[src/rtl/multi_channel_packet_counter.sv]
// multi_channel_packet_counter
// Per-channel packet indexer. Each valid event on channel n receives the
// current value of that channel's counter as its index within the current
// interval. The tag {interval number, index} is presented on a one-entry
// valid/ready output register. A new interval clears every counter and
// wrap flag. Tags that arrive while the output is stalled are counted as lost.
module multi_channel_packet_counter #(
  parameter int N_CH   = 4,
  parameter int CNT_W  = 16,
  parameter int INTV_W = 16,
  parameter int CH_W   = 8
) (
  input  logic                    i_clk,
  input  logic                    i_clr,
  input  logic                    i_ev,
  input  logic [CH_W-1:0]         i_n_ch,
  input  logic [INTV_W-1:0]       i_numb_inter,
  input  logic                    i_new_int,
  output logic [INTV_W+CNT_W-1:0] o_q,
  output logic [CH_W-1:0]         o_q_ch,
  output logic                    o_q_valid,
  input  logic                    i_q_ready,
  output logic [N_CH-1:0]         o_wrap,
  output logic                    o_err_ch,
  output logic [7:0]              o_lost_cnt
);

  // The range check uses one extra bit so that N_CH = 2^CH_W is representable.
  localparam logic [CH_W:0] LP_N_CH = (CH_W+1)'(N_CH);

  logic [CNT_W-1:0]        r_cnt [N_CH];
  logic [N_CH-1:0]         r_wrap;
  logic [INTV_W+CNT_W-1:0] r_q;
  logic [CH_W-1:0]         r_q_ch;
  logic                    r_q_valid;
  logic                    r_err_ch;
  logic [7:0]              r_lost_cnt;

  logic                    w_ch_ok;
  logic                    w_ev_ok;
  logic                    w_ev_bad;
  logic [N_CH-1:0]         w_hit;
  logic [CNT_W-1:0]        w_cur;
  logic [CNT_W-1:0]        w_idx;
  logic                    w_wrap_step;
  logic                    w_load;
  logic                    w_drop;

  assign w_ch_ok  = ({1'b0, i_n_ch} < LP_N_CH);
  assign w_ev_ok  = i_ev & w_ch_ok;
  assign w_ev_bad = i_ev & ~w_ch_ok;

  // Decode the event channel to a one-hot hit vector and select its counter.
  always_comb begin
    w_hit = '0;
    w_cur = '0;
    for (int c = 0; c < N_CH; c++) begin
      if (i_n_ch == CH_W'(c)) begin
        w_hit[c] = w_ev_ok;
        w_cur    = r_cnt[c];
      end
    end
  end

  // An event coinciding with new_int belongs to the new interval, so its
  // index is 0 and it can never be the step that wraps the old counter.
  assign w_idx       = i_new_int ? '0 : w_cur;
  assign w_wrap_step = w_ev_ok & ~i_new_int & (w_cur == '1);

  // The output register takes a new tag when it is empty or being drained;
  // otherwise the tag is dropped and only counted.
  assign w_load = w_ev_ok & (~r_q_valid | i_q_ready);
  assign w_drop = w_ev_ok & r_q_valid & ~i_q_ready;

  // Per-channel counters: cleared by clr, reset to 0/1 on new_int, else step on hit.
  always_ff @(posedge i_clk) begin
    if (i_clr) begin
      for (int c = 0; c < N_CH; c++) r_cnt[c] <= '0;
    end else if (i_new_int) begin
      for (int c = 0; c < N_CH; c++) r_cnt[c] <= w_hit[c] ? CNT_W'(1) : '0;
    end else begin
      for (int c = 0; c < N_CH; c++) begin
        if (w_hit[c]) r_cnt[c] <= r_cnt[c] + CNT_W'(1);
      end
    end
  end

  // Sticky wrap flags, held until the next interval or clr.
  always_ff @(posedge i_clk) begin
    if (i_clr || i_new_int) begin
      r_wrap <= '0;
    end else if (w_wrap_step) begin
      r_wrap <= r_wrap | w_hit;
    end
  end

  // One-entry tag register with valid/ready handshake; held while stalled.
  always_ff @(posedge i_clk) begin
    if (i_clr) begin
      r_q       <= '0;
      r_q_ch    <= '0;
      r_q_valid <= 1'b0;
    end else if (w_load) begin
      r_q       <= {i_numb_inter, w_idx};
      r_q_ch    <= i_n_ch;
      r_q_valid <= 1'b1;
    end else if (r_q_valid && i_q_ready) begin
      r_q_valid <= 1'b0;
    end
  end

  // Saturating count of tags lost to backpressure; new_int leaves it alone.
  always_ff @(posedge i_clk) begin
    if (i_clr) begin
      r_lost_cnt <= '0;
    end else if (w_drop && (r_lost_cnt != 8'hFF)) begin
      r_lost_cnt <= r_lost_cnt + 8'd1;
    end
  end

  // One-cycle pulse after an event addressed to a channel that does not exist.
  always_ff @(posedge i_clk) begin
    if (i_clr) begin
      r_err_ch <= 1'b0;
    end else begin
      r_err_ch <= w_ev_bad;
    end
  end

  assign o_q        = r_q;
  assign o_q_ch     = r_q_ch;
  assign o_q_valid  = r_q_valid;
  assign o_wrap     = r_wrap;
  assign o_err_ch   = r_err_ch;
  assign o_lost_cnt = r_lost_cnt;

endmodule

[config.mk]
export PLATFORM = sky130hd
export DESIGN_NAME = multi_channel_packet_counter
export DESIGN_NICKNAME = d
export VERILOG_FILES = /design/src/rtl/multi_channel_packet_counter.sv
export SDC_FILE = /design/constraint.sdc
export NUM_CORES = 1
export LEC_CHECK = 0
export CORE_ASPECT_RATIO = 1.25
export CORE_MARGIN = 1
export CORE_UTILIZATION = 40
export CTS_BUF_LIST = sky130_fd_sc_hd__clkbuf_8
export DETAILED_ROUTE_END_ITERATION = 8
export RECOVER_POWER = 50
export SLEW_MARGIN = 0
export SYNTH_ARGS = -nofsm -noshare
export SYNTH_HDL_FRONTEND = slang
export SYNTH_SLANG_ARGS = --single-unit
[constraint.sdc]
create_clock -name i_clk -period 4.7 [get_ports i_clk]
set_input_delay 1.175 -clock i_clk [delete_from_list [all_inputs] [get_ports i_clk]]
set_output_delay 1.175 -clock i_clk [all_outputs]
set_load 0.01 [all_outputs]
==> results_dict.tcl <==
set metrics [dict create \
    outcome "finished, final reports clean" \
    rsz0062_at_grt "false" \
    synth-edff-count 49 \
    placed_area_um2 6630 \
    place_hpwl_um 10500 \
    netlist_instances 583 \
    clk_path_buf_depth 2 \
    worstSetupPathType "in -> reg" \
    path_cells "dlygate4sd3_1 -> nor4_1 -> nand3_1 -> o21ai_1 -> clkbuf_1" \
    timing.final.crit_share_pct 80.0 \
    synth.distinct_cells 48 \
    avgSynthCellArea_um2 9.79 \
    synth_top_area_cell "edfxtp_1" \
    synth.yosys.seq_area_share_pct 50.0 \
    cp-start-kind "input port" \
    crit_fanout 16 \
    cts_tree "done" \
    nNetsFinal 697 \
    p_leak_uw 0.00249 \
    critical_path.max_stage_delay_ns 0.72 \
    mostFrequentLayoutCells "nand2_1, dfxtp_1, nor2_1, dlygate4sd3_1, a21oi_1" \
    drcViolationCount 0 \
    htreeDepth 4 \
    cp_data_arrival_time_ns 3.83 \
    cts_buffers 17 \
    grt_usage_pct 20.5 \
    die_h_um 136 \
    via_per_inst 5.41 \
    antenna_found_initial 0 \
    clockRootBuffer "clkbuf_8" \
    cts_resized 0 \
    wl_per_cell_um 16.8 \
    setup_viol 0 \
    io_buffers 82 \
    synth-seq-cells 118 \
    synthArstFlopShare_pct 0 \
    slew_headroom_pct 37.3 \
    tightestPinTransition_ns 0.941 \
    worstSetupEndpointType "flop" \
    diodes 0 \
    max_cap_viol_count 0 \
    synth.top_cell.area_share_pct 25.8 \
    finClkSkew_ns 0.0163 \
    core_region_area_um2 13900 \
    vias 4608 \
    cts.sinks 118 \
    netlist_area_um2 5710 \
    tns_ns 0 \
    power.density_nw_per_um2 310 \
    cts_setup_buffers 0 \
    fmax_ghz 0.266 \
    netlist_top_cells_area "edfxtp_1, dfxtp_1, mux4_2" \
    ys_warn_count 0 \
    syn_to_final_growth_pct 22.4 \
    place.gp.congestion 0.907 \
    layout_commonest_cell "nand2_1" \
    drt_iter0_drc 258 \
    die_x_um 109 \
    drtAntennaViolNets 0 \
    hold_path.class "reg -> reg" \
    finalInstanceArea_um2 6990 \
    grt_pass1_vias 4457 \
    synth_fp_nets 617 \
    overflow 0 \
    first_pass_iters 5 \
    num_rows 48 \
    slowest_stage "clkbuf_1" \
    fillers 1283 \
    min_period_ns 3.76 \
    grt_pass1_wl_um 22900 \
    start_util_pct 41.1 \
    grt_max_degree 36 \
    slew_violations 0 \
    hold_violations 0 \
    crit_family "buffers and inverters" \
    clk_pin_slew_ns 0.08 \
    peakVddDrop_v 0.000143 \
    io_pins 83 \
    dp_cells 819 \
    final_cells 851 \
    drive_gt1_share_pct 8.43 \
    insertion_delay_ns 0.45 \
    synthFlopType "dfxtp_1" \
    die_area_um2 14800 \
    routed_wl_um 14300 \
    cp.required_ns 4.77 \
    postCtsHoldBufs 0 \
    critical_path_buf_inv_count 2 \
]
[cell type report]
class | count | area, µm² | share of cell area (%)
Clock buffer | 17 | 234 | 3.35
Clock inverter | 15 | 168 | 2.40
Inverter | 15 | 56.3 | 0.806
Multi-Input combinational cell | 424 | 2610 | 37.4
Sequential cell | 118 | 2850 | 40.8
Tap cell | 175 | 219 | 3.13
Timing Repair Buffer | 87 | 846 | 12.1
[flip-flops by register name, indices dropped and copies added (netlist names)]
| register | flops |
|---|---|
| o_q | 32 |
| o_q_ch | 8 |
| o_err_ch | 1 |
| o_q_valid | 1 |
| o_wrap | 4 |
| r_cnt | 64 |
| o_lost_cnt | 8 |
[layer usage]
metal  track usage (%)  vias up  wire length [µm]
met5                 0        -                 0
met4              10.7        0               441
met3              4.86       29               807
met2              35.0      142              7180
met1              23.6     2197              5840
li1                  -     2240                 -
[final timing paths]
kind	from	end	slack (ns)	cells past startpoint
hold reg to reg	o_q[1]	o_q[1]	0.45	2
hold / removal	o_q[1]	o_q[1]	0.45	2
setup / recovery	i_n_ch[5]	r_cnt[3][14]	0.94	5
setup reg to reg	r_cnt[1][0]	r_cnt[1][14]	2.62	5
[Yosys cell counts (8+ instances only)]
master	instances
a21oi_1	53
and2_1	11
and3_1	15
buf_2	8
clkbuf_1	11
dfxtp_1	69
edfxtp_1	49
inv_1	15
mux4_2	14
nand2_1	80
nand3_1	37
nand4_1	13
nor2_1	61
o21ai_0	22
or3_1	16
xnor2_1	21
xor2_1	25
[report_power, final]
group	switching, µW	leakage, µW	internal [µW]
Clock	469	0.000208	484
Combinational	53.7	0.00118	49.8
Sequential	28.9	0.00110	1080
[kinds of logic (layout without fill, tap and decap cells)]
kind of cell    after synthesis  after routing  share of synthesized area [%]
xor+xnor                     46             46                           7.06
fa+ha+maj                     5              5                           1.10
simple gates                268            268                           23.3
buf+inv                      41            134                           3.66
mux                          17             17                           6.10
compound gates               88             88                           8.84
flops                       118            118                           50.0
[stage by stage]
step	setup WS (ns)	utilization, %	total power (µW)	hold slack (ns)
2_1_floorplan	1.30	-	1190	0.457
3_3_place_gp	1.03	47.8	1240	0.441
3_5_place_dp	0.965	47.8	1240	0.445
4_1_cts	1.43	50.7	2190	0.455
5_1_grt	0.644	50.4	2240	0.468
6_report	0.941	50.4	2170	0.450
[worst reg2reg max path, stage by stage, from the launching register on]
cell      delay [ns]
edfxtp_1        0.51
ha_1            0.32
nand2_1         0.08
or4_1           0.51
or3_1           0.34
a21oi_1         0.15
Power figures use the tool's default switching activity.
